$ cat src/rtl/pad_ring_seq.sv
// Pad ring power-up / sleep isolation sequencer: holds pads safe until the I/O supply settles,
// then applies pad configuration, enables drivers and releases core reset. Optional macro: PAD_PLL_WAIT_EN.
module pad_ring_seq #(
  parameter int SETTLE_CYCLES   = 256,
  parameter int CORE_RST_CYCLES = 16,
  parameter int CNT_W           = 9,
  parameter int NGRP            = 4
) (
  input  logic              clk,
  input  logic              rst,
  input  logic              pll_lock_i,
  input  logic [2*NGRP-1:0] cfg_ds_i,
  input  logic [NGRP-1:0]   cfg_pe_i,
  input  logic              sleep_req_i,
  output logic              pad_oe_o,
  output logic [2*NGRP-1:0] pad_ds_o,
  output logic [NGRP-1:0]   pad_pe_o,
  output logic              core_rst_o,
  output logic              sleep_ack_o,
  output logic              ready_o
);

  typedef enum logic [2:0] {
    ST_HOLD   = 3'd0,
    ST_SETTLE = 3'd1,
    ST_CFG    = 3'd2,
    ST_CRST   = 3'd3,
    ST_RUN    = 3'd4,
    ST_ISO    = 3'd5
  } state_t;

  localparam logic [CNT_W-1:0]  SETTLE_LOAD = CNT_W'(SETTLE_CYCLES - 1);
  localparam logic [CNT_W-1:0]  CRST_LOAD   = CNT_W'(CORE_RST_CYCLES - 1);
  localparam logic [CNT_W-1:0]  CNT_ZERO    = '0;
  localparam logic [CNT_W-1:0]  CNT_ONE     = CNT_W'(1);
  localparam logic [NGRP-1:0]   PE_SAFE     = '1;
  localparam logic [2*NGRP-1:0] DS_SAFE     = '0;

  state_t            state_r;
  logic [CNT_W-1:0]  cnt_r;
  logic              warm_r;
  logic              lock_ok_s;

`ifdef PAD_PLL_WAIT_EN
  logic [1:0] lock_sync_r;

  // Two-flop synchronizer for the asynchronous PLL lock
  always_ff @(posedge clk or posedge rst) begin
    if (rst) begin
      lock_sync_r <= 2'b00;
    end else begin
      lock_sync_r <= {lock_sync_r[0], pll_lock_i};
    end
  end

  assign lock_ok_s = lock_sync_r[1];
`else
  logic unused_lock_s;
  assign unused_lock_s = pll_lock_i;
  assign lock_ok_s     = 1'b1;
`endif

  // Sequencer state, down-counter, warm flag and all registered pad/core outputs
  always_ff @(posedge clk or posedge rst) begin
    if (rst) begin
      state_r     <= ST_HOLD;
      cnt_r       <= CNT_ZERO;
      warm_r      <= 1'b0;
      pad_oe_o    <= 1'b0;
      pad_ds_o    <= DS_SAFE;
      pad_pe_o    <= PE_SAFE;
      core_rst_o  <= 1'b1;
      sleep_ack_o <= 1'b0;
      ready_o     <= 1'b0;
    end else if (!lock_ok_s) begin
      // Lost (or not yet gained) lock: behave exactly as a fresh reset
      state_r     <= ST_HOLD;
      cnt_r       <= CNT_ZERO;
      warm_r      <= 1'b0;
      pad_oe_o    <= 1'b0;
      pad_ds_o    <= DS_SAFE;
      pad_pe_o    <= PE_SAFE;
      core_rst_o  <= 1'b1;
      sleep_ack_o <= 1'b0;
      ready_o     <= 1'b0;
    end else begin
      case (state_r)
        ST_HOLD: begin
          state_r <= ST_SETTLE;
          cnt_r   <= SETTLE_LOAD;
        end
        ST_SETTLE: begin
          pad_oe_o <= 1'b0;
          pad_pe_o <= PE_SAFE;
          if (cnt_r == CNT_ZERO) begin
            state_r <= ST_CFG;
          end else begin
            cnt_r <= cnt_r - CNT_ONE;
          end
        end
        ST_CFG: begin
          pad_ds_o <= cfg_ds_i;
          pad_pe_o <= cfg_pe_i;
          pad_oe_o <= 1'b1;
          if (warm_r) begin
            state_r    <= ST_RUN;
            core_rst_o <= 1'b0;
            ready_o    <= 1'b1;
          end else begin
            state_r    <= ST_CRST;
            cnt_r      <= CRST_LOAD;
            core_rst_o <= 1'b1;
          end
        end
        ST_CRST: begin
          if (cnt_r == CNT_ZERO) begin
            state_r    <= ST_RUN;
            core_rst_o <= 1'b0;
            ready_o    <= 1'b1;
          end else begin
            cnt_r <= cnt_r - CNT_ONE;
          end
        end
        ST_RUN: begin
          if (sleep_req_i) begin
            state_r     <= ST_ISO;
            pad_oe_o    <= 1'b0;
            pad_pe_o    <= PE_SAFE;
            sleep_ack_o <= 1'b1;
            ready_o     <= 1'b0;
          end else begin
            state_r <= ST_RUN;
          end
        end
        ST_ISO: begin
          // Wake skips core reset; configuration is re-latched on the way back
          if (!sleep_req_i) begin
            state_r     <= ST_SETTLE;
            cnt_r       <= SETTLE_LOAD;
            warm_r      <= 1'b1;
            sleep_ack_o <= 1'b0;
          end else begin
            state_r <= ST_ISO;
          end
        end
        default: begin
          state_r     <= ST_HOLD;
          cnt_r       <= CNT_ZERO;
          warm_r      <= 1'b0;
          pad_oe_o    <= 1'b0;
          pad_ds_o    <= DS_SAFE;
          pad_pe_o    <= PE_SAFE;
          core_rst_o  <= 1'b1;
          sleep_ack_o <= 1'b0;
          ready_o     <= 1'b0;
        end
      endcase
    end
  end

endmodule

$ cat config.mk
export PLATFORM = sky130hd
export DESIGN_NAME = pad_ring_seq
export DESIGN_NICKNAME = d
export VERILOG_FILES = /design/src/rtl/pad_ring_seq.sv
export SDC_FILE = /design/constraint.sdc
export NUM_CORES = 1
export LEC_CHECK = 0
export ABC_AREA = 1
export BUFFER_PORTS_ARGS = -buffer_cell sky130_fd_sc_hd__clkbuf_2
export CAP_MARGIN = 20
export CORE_MARGIN = 1
export CORE_UTILIZATION = 35
export CTS_CLUSTER_DIAMETER = 40
export DETAILED_ROUTE_END_ITERATION = 10
export GPL_TIMING_DRIVEN = 0
export HOLD_SLACK_MARGIN = 0.02
export SYNTH_ARGS = -nofsm -noshare
export SYNTH_HDL_FRONTEND = slang
export SYNTH_SLANG_ARGS = --single-unit
$ cat constraint.sdc
create_clock -name clk -period 4.7 [get_ports clk]
set_clock_uncertainty 0.15 [all_clocks]
set_input_delay 0.705 -clock clk [delete_from_list [all_inputs] [get_ports clk]]
set_output_delay 0.705 -clock clk [all_outputs]
set_load 0.01 [all_outputs]
==> results of run 1 <==
==> how the worst max path moves through the flow <==
stage	slack, ns	end	depth (start not counted)
global placement	2.82	cnt_r[5]$_DFFE_PP0P_	2
global route	2.76	cnt_r[4]$_DFFE_PP0P_	11
CTS	2.89	pad_pe_o[0]	1
floorplan	3.15	cnt_r[1]$_DFFE_PP0P_	7
finish	2.91	pad_pe_o[0]	1
detailed placement	2.93	cnt_r[8]$_DFFE_PP0P_	8
==> cell usage after synthesis, drive strengths merged <==
cell type / number / area, um2
nand4: 4 / 25.0
nor2: 28 / 128
nand3: 15 / 80.1
inv: 27 / 101
a21oi: 2 / 10.0
o21ai: 18 / 93.8
dfstp: 5 / 131
dfrtp: 24 / 601
o21bai: 1 / 7.51
nand2: 81 / 319
buf: 4 / 31.3
ha: 2 / 25.0
nor3: 1 / 5.00
o21a: 1 / 7.51
==> metal layers <==
metal  vias to the layer above  global-route usage  wire length, um
met2                        18               0.257             1540
met4                         0              0.0612               54
met5                         -                   0                0
met3                         5              0.0493              116
met1                       642               0.225             1710
li1                        735                   -                -
==> placed cells by master (no fill, tap or decap), drive strengths merged <==
| master | count |
|---|---|
| nand3 | 15 |
| dfrtp | 24 |
| o21ai | 18 |
| a21oi | 2 |
| buf | 5 |
| ha | 2 |
| clkinvlp | 1 |
| inv | 27 |
| nand2 | 81 |
| o21a | 1 |
| nor2 | 28 |
| dfstp | 5 |
| nand4 | 4 |
| clkinv | 2 |
| nor3 | 1 |
| clkbuf | 35 |
| o21bai | 1 |
==> layout make-up <==
cell class,instances,area (um2)
multi-input cells,153,701
fillers,458,2250
inverters,27,101
repair buffers,31,178
well taps,50,62.6
clock inverters,3,17.5
clock buffers,5,68.8
flip-flops and latches,29,732
plain buffers,4,31.3
==> flip-flops by register name, summed over array words and instances (netlist names) <==
signal,count
pad_pe_o,4
sleep_ack_o,1
pad_oe_o,1
core_rst_o,1
cnt_r,9
ready_o,1
state_r,3
warm_r,1
pad_ds_o,8
==> power by group through the flow <==
stage | Sequential, W | Clock, W | Combinational [W]
after floorplan | 0.000469 | 0 | 0.000451
after global placement | 0.000457 | 0 | 0.000637
after detailed placement | 0.000456 | 0 | 0.000647
after CTS | 0.000452 | 0.000211 | 0.000651
after global routing | 0.000466 | 0.000219 | 0.000745
final | 0.000451 | 0.000204 | 0.000643
==> kinds of logic (layout without fill, tap and decap cells) <==
family                   count (synthesis)  count (layout)  synth area share
flip-flops                              29              29             0.468
AND/OR/NAND/NOR                        129             129             0.356
AO/OA/AOI/OAI                           22              22            0.0759
adder cells (fa/ha/maj)                  2               2            0.0160
buffers and inverters                   31              70            0.0847
==> metrics by stage <==
stage / instances / hold slack [ns]
after floorplan: 213 / 0.321
after detailed placement: 294 / 0.313
final: 302 / 0.328
after global placement: 293 / 0.314
after global routing: 302 / 0.355
after CTS: 302 / 0.334
==> flow_summary.json, run 1 <==
{
  "power.share.sequential": 0.348,
  "clkSlewWorstSetupHoldPaths_ns": 0.07,
  "detailed_place.area_mm2": 0.00181,
  "grt_start_max_net_pins": 16,
  "dieArea_mm2": 0.00474,
  "finish.instance_area_mm2": 0.00189,
  "n_antenna_cell": 0,
  "post_synth_inst_count": 213,
  "height_of_the_chip_um": 68.9,
  "worstSetupPathType": "register to output pin",
  "grt_remaining_overflow": 0,
  "grt_antenna_before_repair": 0,
  "layout_min_cycle_time_ns": 1.79,
  "io_pins": 32,
  "ys_seq_area_frac": 0.468,
  "vdd_drop_max_mv": 0.308,
  "finalSetupViolations": 0,
  "synth-warning-count": 0,
  "share_clk_of_total_power": 0.157,
  "finalCritPeriodShare": 0.381,
  "floorplan.initialDensity": 0.378,
  "drt_iter0_markers": 75,
  "tns_setup_ns": 0,
  "via_count_of_the_first_global_routing_pass": 1312,
  "crit_slowest_cell": "dfstp_2",
  "p_comb_frac": 0.495,
  "drt-pass1-iter-count": 4,
  "power_leakage_nw": 1.04,
  "insertion_delay_ns": 0.28,
  "global_route_wire_length_before_repair_um": 5810,
  "p_int_w": 0.000708,
  "reg2reg_depth": 11,
  "gp_routability_congestion": 0.843,
  "die_w_um": 68.9,
  "path_buf_inv": 1,
  "final_layout_size_suffix_gt1_frac": 0.250,
  "ctsHoldBuffers": 0,
  "top_cell_family_by_delay_on_the_critical_path": "flip-flops",
  "synthesis.area_mm2": 0.00157,
  "synth_fp_nets": 231,
  "post-cts-setup-buffer-count": 0,
  "post_synth_num_cell_types": 24,
  "achievable-frequency_ghz": 0.559,
  "worstSetupStartpoint": "pad_pe_o[0]$_DFFE_PP1P_",
  "drcViolationCount": 0,
  "setup_ws_final_ns": 2.91,
  "timing.slew.headroom": 0.575,
  "worstMarginPinSlew_ns": 0.637,
  "cells_resized_by_post_cts_repair": 0,
  "clock_tree_from_tritoncts": "yes",
  "grt_setup_unrepaired": "no",
  "report.final.slew_viol_count": 0,
  "p_total_w": 0.00130,
  "total_number_of_h_tree_levels": 2,
  "pre_cts_slack_ns": 2.93,
  "path_max_fanout": 2,
  "register_bit_total_from_synthesis": 29,
  "detail_route.wl_per_cell_um": 11.3,
  "critical_path.startpoint_type": "register",
  "buffer_ports.inserted": 30,
  "power.net_switching_w": 0.000591,
  "rrSetupSlack_ns": 2.95,
  "reg2reg_to": "cnt_r[8]$_DFFE_PP0P_",
  "core_mm2": 0.00414,
  "post_layout_nets": 269,
  "switching_share_of_total_power": 0.455,
  "cp-end-kind": "output pin",
  "clock_sink_count": 29,
  "clk_root_buffer_cell": "clkbuf_8",
  "vias_per_cell": 4.64,
  "worst_r2r_startpoint": "cnt_r[0]$_DFFE_PP0P_",
  "critical_path.cell_chain": "clkbuf_2",
  "maximum_root_to_sink_buffer_count": 2,
  "number_of_buffers_created_by_cts": 5,
  "route.final.wire_length_um": 3420,
  "rows": 23,
  "hold_path.class": "input port to async pin",
  "synthesis_to_finish_area_growth_pct": 20.9,
  "hold_violations": 0,
  "power-per-cell-area_mw_per_mm2": 686,
  "worst-endpoint-arrival_ns": 0.94,
  "max-cap-violations": 0,
  "antenna_violating_nets_post_route": 0,
  "layout.core_utilization": 0.457,
  "cp_slowest_stage_delay_ns": 0.53,
  "dp_hpwl_um": 2530,
  "run_status": "finished clean",
  "num_vias": 1400,
  "avgSynthCellArea_um2": 7.35,
  "critical_path_required_ns": 3.85,
  "globalRouteTotalUtil": 0.169
}
Note: power is estimated with default switching activity, not from simulation.
==> run 2, diff against run 1 <==
==> constraint.sdc (replaced) <==
create_clock -name clk -period 1.7 [get_ports clk]
set_clock_uncertainty 0.15 [all_clocks]
set_input_delay 0.255 -clock clk [delete_from_list [all_inputs] [get_ports clk]]
set_output_delay 0.255 -clock clk [all_outputs]
set_load 0.01 [all_outputs]
==> run 2 against run 1 <==
Compared with the run above: clock power rose to 2.8 times the previous value; worst hold slack got worse by 0.30 ns; global-route usage rose by 0.17 points; sequential share of layout area fell by 1.8 points; register-to-register slack got worse by 2.9 ns; via count rose by 4.2%; sequential cell count did not move; count of clock-buffer cells in the layout did not move; non-clock buffer count rose by 7; critical path type is now register to register; largest cell class unchanged; highest routed layer unchanged.
==> flow_summary.json, run 2 (synthesis results as in run 1) <==
{
  "gp_routability_congestion": 0.843,
  "final_layout_size_suffix_gt1_frac": 0.278,
  "floorplan.initialDensity": 0.378,
  "clock_tree_from_tritoncts": "yes",
  "final_cell_mix": "nand2_1, clkbuf_2, dfrtp_1",
  "via_count_of_the_first_global_routing_pass": 1337,
  "finish.instance_area_mm2": 0.00198,
  "num_vias": 1459,
  "max-cap-violations": 0,
  "max_flop_register": "cnt_r",
  "switching_share_of_total_power": 0.452,
  "fillers": 441,
  "power.net_switching_w": 0.00167,
  "worstMarginPinSlew_ns": 0.639,
  "antenna_violating_nets_post_route": 0,
  "critical_path_required_ns": 1.77,
  "height_of_the_chip_um": 68.9,
  "maximum_root_to_sink_buffer_count": 2,
  "post_layout_nets": 276,
  "drcViolationCount": 0,
  "drt_iter0_markers": 80,
  "hold_violations": 0,
  "p_total_w": 0.00369,
  "vias_per_cell": 4.72,
  "total_number_of_h_tree_levels": 2,
  "power_leakage_nw": 1.08,
  "clock_sink_count": 29,
  "report.final.slew_viol_count": 0,
  "critical_path.startpoint_type": "register",
  "grt_setup_unrepaired": "yes",
  "clk_root_buffer_cell": "clkbuf_8",
  "route.final.wire_length_um": 3560,
  "buffer_ports.inserted": 30,
  "number_of_buffers_created_by_cts": 5,
  "grt_remaining_overflow": 0,
  "layout.core_utilization": 0.479,
  "run_status": "finished clean",
  "global_route_wire_length_before_repair_um": 5870,
  "grt_antenna_before_repair": 0,
  "dieArea_mm2": 0.00474,
  "vdd_drop_max_mv": 0.862,
  "power.share.sequential": 0.338,
  "min_delay_path_depth": 3,
  "dp_hpwl_um": 2530,
  "p_comb_frac": 0.509,
  "die_w_um": 68.9,
  "share_clk_of_total_power": 0.153,
  "largest_reg_flops": 9,
  "worstSetupPathType": "register to register",
  "layout_min_cycle_time_ns": 1.68,
  "cp-end-kind": "register",
  "globalRouteTotalUtil": 0.170,
  "power-per-cell-area_mw_per_mm2": 1860,
  "layout_top_registers": "cnt_r (9), pad_ds_o (8), pad_pe_o (4)",
  "rrSetupSlack_ns": 0.02,
  "path_max_fanout": 5,
  "n_antenna_cell": 0,
  "timing.slew.headroom": 0.574,
  "insertion_delay_ns": 0.28,
  "io_pins": 32,
  "clkSlewWorstSetupHoldPaths_ns": 0.07,
  "worst-endpoint-arrival_ns": 1.74,
  "layout_commonest_cell": "nand2_1",
  "achievable-frequency_ghz": 0.596,
  "drt-pass1-iter-count": 4,
  "grt_start_max_net_pins": 16,
  "core_mm2": 0.00414,
  "rows": 23,
  "finalCritPeriodShare": 0.987,
  "holdWs_ns": 0.0267,
  "finalSetupViolations": 0,
  "reg2reg_depth": 11,
  "detail_route.wl_per_cell_um": 11.5,
  "hold_path.class": "input port to register",
  "synthesis_to_finish_area_growth_pct": 26.7,
  "p_int_w": 0.00202,
  "detailed_place.area_mm2": 0.00181
}
[run 2: changes by cell type in the layout (fill, tap and decap cells not counted), sizes merged]
cell	delta
dlygate4sd3	+4
buf	+2
clkbuf	+1
[run 2: cell type report]
cell class	instances	area [um2]	share of cell area
Sequential cell	29	732	0.369
Multi-Input combinational cell	153	708	0.357
Clock inverter	3	17.5	0.00883
Timing Repair Buffer	38	258	0.130
Buffer	4	35.0	0.0177
Tap cell	50	62.6	0.0315
Inverter	27	101	0.0511
Clock buffer	5	68.8	0.0347
[run 2: path summary, 6_finish.rpt]
check | start | end
worst min-delay path | cfg_ds_i[3] | pad_ds_o[3]$_DFFE_PP0N_
worst max-delay path | cnt_r[1]$_DFFE_PP0P_ | cnt_r[1]$_DFFE_PP0P_
max in group asynchronous | rst | pad_pe_o[0]$_DFFE_PP1P_
worst min register to register | core_rst_o$_DFFE_PP1P_ | core_rst_o$_DFFE_PP1P_
min in group asynchronous | rst | pad_ds_o[7]$_DFFE_PP0N_
worst max register to register | cnt_r[1]$_DFFE_PP0P_ | cnt_r[1]$_DFFE_PP0P_
[run 2: per-layer routing]
layer,share of wire,up-vias,global-route usage,wire length (um)
met2,0.45,27,0.266,1610
met4,0.015,0,0.0612,54
li1,-,753,-,-
met3,0.040,5,0.0493,142
met1,0.49,674,0.223,1760
met5,0,-,0,0
[run 2: metrics by stage]
stage	setup TNS [ns]	cells	worst slack, ns
detailed placement	-0.248	294	-0.0505
finish	0	309	0.0216
global route	-0.475	309	-0.0647
floorplan	0	213	0.169
CTS	0	306	0.00246
global placement	-0.313	293	-0.0437
[run 2: repair_timing]
item | in CTS | in global routing
endpoints found under the setup margin | 9 | 15
gates cloned | 0 | 1
resized for setup | 2 | 6
hold endpoints to repair | 17 | 0
setup buffers | 0 | 2
hold buffers | 4 | 0
pin swaps | 0 | 2
[run 2: critical path, stage by stage, from the launching register on]
cell	delay [ns]
dfrtp_1	0.40
inv_1	0.10
ha_1	0.15
inv_1	0.03
nor2_1	0.07
nand2_1	0.07
nor2_2	0.14
nand2_2	0.11
nand2_4	0.12
clkbuf_16	0.15
nand2_1	0.06
o21ai_2	0.05
[run 2: power by group through the flow]
stage,sequential (W),clock [W],combinational [W]
2_1_floorplan,0.00130,0,0.00125
3_3_place_gp,0.00126,0,0.00176
3_5_place_dp,0.00126,0,0.00179
4_1_cts,0.00125,0.000584,0.00181
5_1_grt,0.00129,0.000606,0.00215
6_report,0.00125,0.000566,0.00188
==> run 3, diff against run 2 <==
--- a/config.mk
+++ b/config.mk
@@ -6,14 +6,15 @@
 export NUM_CORES = 1
 export LEC_CHECK = 0
 export ABC_AREA = 1
-export BUFFER_PORTS_ARGS = -buffer_cell sky130_fd_sc_hd__clkbuf_2
 export CAP_MARGIN = 20
 export CORE_MARGIN = 1
 export CORE_UTILIZATION = 35
 export CTS_CLUSTER_DIAMETER = 40
 export DETAILED_ROUTE_END_ITERATION = 10
+export DONT_BUFFER_PORTS = 1
 export GPL_TIMING_DRIVEN = 0
 export HOLD_SLACK_MARGIN = 0.02
+export MAX_ROUTING_LAYER = met4
 export SYNTH_ARGS = -nofsm -noshare
 export SYNTH_HDL_FRONTEND = slang
 export SYNTH_SLANG_ARGS = --single-unit
==> run 3 against run 2 <==
Compared with the run above: via count fell by 5.6%; core utilization fell by 0.97 points; critical endpoint is now cnt_r[6]$_DFFE_PP0P_; highest routed layer unchanged; non-clock buffer count fell by 21; first-iteration DRC count rose by 10%; worst hold slack improved by 0.063 ns; combinational power fell by 11%; count of clock-buffer cells in the layout rose by 1; fmax rose by 4.0%.
==> flow_summary.json, run 3 (synthesis results as in run 1) <==
{
  "run_status": "finished clean",
  "layout_commonest_cell": "nand2_1",
  "num_vias": 1377,
  "maximum_root_to_sink_buffer_count": 2,
  "globalRouteTotalUtil": 0.171,
  "layout_top_registers": "cnt_r (9), pad_ds_o (8), pad_pe_o (4)",
  "largest_reg_flops": 9,
  "timing.slew.headroom": 0.581,
  "power-per-cell-area_mw_per_mm2": 1840,
  "post_layout_nets": 255,
  "insertion_delay_ns": 0.28,
  "crit_slowest_cell": "dfrtp_1",
  "clkSlewWorstSetupHoldPaths_ns": 0.06,
  "dieArea_mm2": 0.00474,
  "hold_violations": 0,
  "grt_use_met3": 0.0378,
  "worst-endpoint-arrival_ns": 1.68,
  "critical_path_required_ns": 1.77,
  "antenna_violating_nets_post_route": 0,
  "finish.instance_area_mm2": 0.00194,
  "synthesis_to_finish_area_growth_pct": 24.1,
  "critical_path.startpoint_type": "register",
  "clk_root_buffer_cell": "clkbuf_8",
  "drt-pass1-iter-count": 4,
  "rows": 23,
  "route.final.wire_length_um": 3350,
  "finalSetupViolations": 0,
  "final_cell_mix": "nand2_1, dfrtp_1, nor2_1",
  "worstSetupPathType": "register to register",
  "global_route_wire_length_before_repair_um": 5770,
  "core_mm2": 0.00414,
  "buffer_ports.inserted": 0,
  "grt_setup_unrepaired": "yes",
  "multiInputGateArea_um2": 727,
  "clock_tree_from_tritoncts": "yes",
  "drcViolationCount": 0,
  "detailed_place.area_mm2": 0.00166,
  "vdd_drop_max_mv": 0.789,
  "holdWs_ns": 0.0892,
  "grt_antenna_before_repair": 0,
  "max-cap-violations": 0,
  "clock_sink_count": 29,
  "grt_remaining_overflow": 0,
  "grt_start_max_net_pins": 16,
  "power_leakage_nw": 0.999,
  "die_w_um": 68.9,
  "n_antenna_cell": 0,
  "cp_slowest_stage_delay_ns": 0.40,
  "critPathMostFrequentCell": "nand2_1",
  "max_flop_register": "cnt_r",
  "drt_iter0_markers": 88,
  "critical_path.cell_chain": "inv_1 -> ha_1 -> inv_1 -> nor2_1 -> nand2_1 -> nor2_4 -> nand2_4 -> nand2_8 -> clkbuf_16 -> nand2_1 -> nand2_1",
  "regArea_um2": 732,
  "globalRouteMet1Util": 0.229,
  "layout_min_cycle_time_ns": 1.61,
  "height_of_the_chip_um": 68.9,
  "vias_per_cell": 4.78,
  "path_max_fanout": 5,
  "report.final.slew_viol_count": 0,
  "final_layout_size_suffix_gt1_frac": 0.164,
  "worstMarginPinSlew_ns": 0.628,
  "floorplan.initialDensity": 0.378,
  "total_number_of_h_tree_levels": 2,
  "hold_path.class": "input port to register",
  "fillers": 426,
  "dp_hpwl_um": 2420,
  "via_count_of_the_first_global_routing_pass": 1309,
  "number_of_buffers_created_by_cts": 5,
  "global_route.peak_usage_layer": "met2",
  "detail_route.wl_per_cell_um": 11.6,
  "achievable-frequency_ghz": 0.620,
  "finalCritPeriodShare": 0.949,
  "io_pins": 32,
  "gp_routability_congestion": 0.856,
  "use_met2": 0.256,
  "cp-end-kind": "register"
}
run 3: critical path: cells and delay by family, from the launching register on:
| family | cells | cell delay (ns) |
|---|---|---|
| flops | 1 | 0.40 |
| buf+inv | 3 | 0.28 |
| simple gates | 7 | 0.57 |
| fa+ha+maj | 1 | 0.15 |
run 3: metal layers:
layer | up-vias | wire length (um)
met4 | 0 | 44
met3 | 5 | 155
met1 | 631 | 1630
met5 | - | 0
met2 | 32 | 1510
li1 | 709 | -
run 3: stage by stage:
stage	std cells	TNS, ns	utilization	setup slack (ns)	total power [W]
floorplan	213	0	-	0.169	0.00254
global placement	263	-0.350	0.393	-0.0513	0.00288
detailed placement	264	-0.340	0.399	-0.0498	0.00291
CTS	286	0	0.454	0.0117	0.00350
global route	288	-0.0237	0.469	-0.0118	0.00393
finish	288	0	0.469	0.0863	0.00357
run 3: what timing repair did:
item                                    CTS  global route
endpoints found under the setup margin   10            14
endpoints found under the hold margin    29             0
hold buffers                             14             0
cloned                                    0             1
buffers inserted                          0             1
pin swaps                                 0             2
resized for setup                         2             9
run 3: cell type report:
| cell class | count | area share |
|---|---|---|
| Sequential cell | 29 | 0.377 |
| Multi-Input combinational cell | 153 | 0.374 |
| Timing Repair Buffer | 17 | 0.103 |
| Inverter | 27 | 0.0534 |
| Clock buffer | 6 | 0.0373 |
| Tap cell | 50 | 0.0322 |
| Buffer | 4 | 0.0180 |
| Clock inverter | 2 | 0.00515 |
run 3: power breakdown:
group | switching [W] | internal (W) | total, W
registers | 0.000318 | 0.00104 | 0.00135
clock network | 0.000263 | 0.000283 | 0.000546
logic | 0.00105 | 0.000624 | 0.00167
run 3: path summary, 6_finish.rpt:
kind                                   startpoint                       to  slack, ns  depth (start not counted)
setup reg to reg             cnt_r[1]$_DFFE_PP0P_     cnt_r[6]$_DFFE_PP0P_       0.09                         11
max in group asynchronous                     rst  pad_pe_o[0]$_DFFE_PP1P_       0.47                          3
min in group asynchronous                     rst  sleep_ack_o$_DFFE_PP0P_       0.35                          2
setup / recovery             cnt_r[1]$_DFFE_PP0P_     cnt_r[6]$_DFFE_PP0P_       0.09                         11
hold reg to reg            core_rst_o$_DFFE_PP1P_   core_rst_o$_DFFE_PP1P_       0.35                          2
hold / removal                        sleep_req_i  sleep_ack_o$_DFFE_PP0P_       0.09                          3
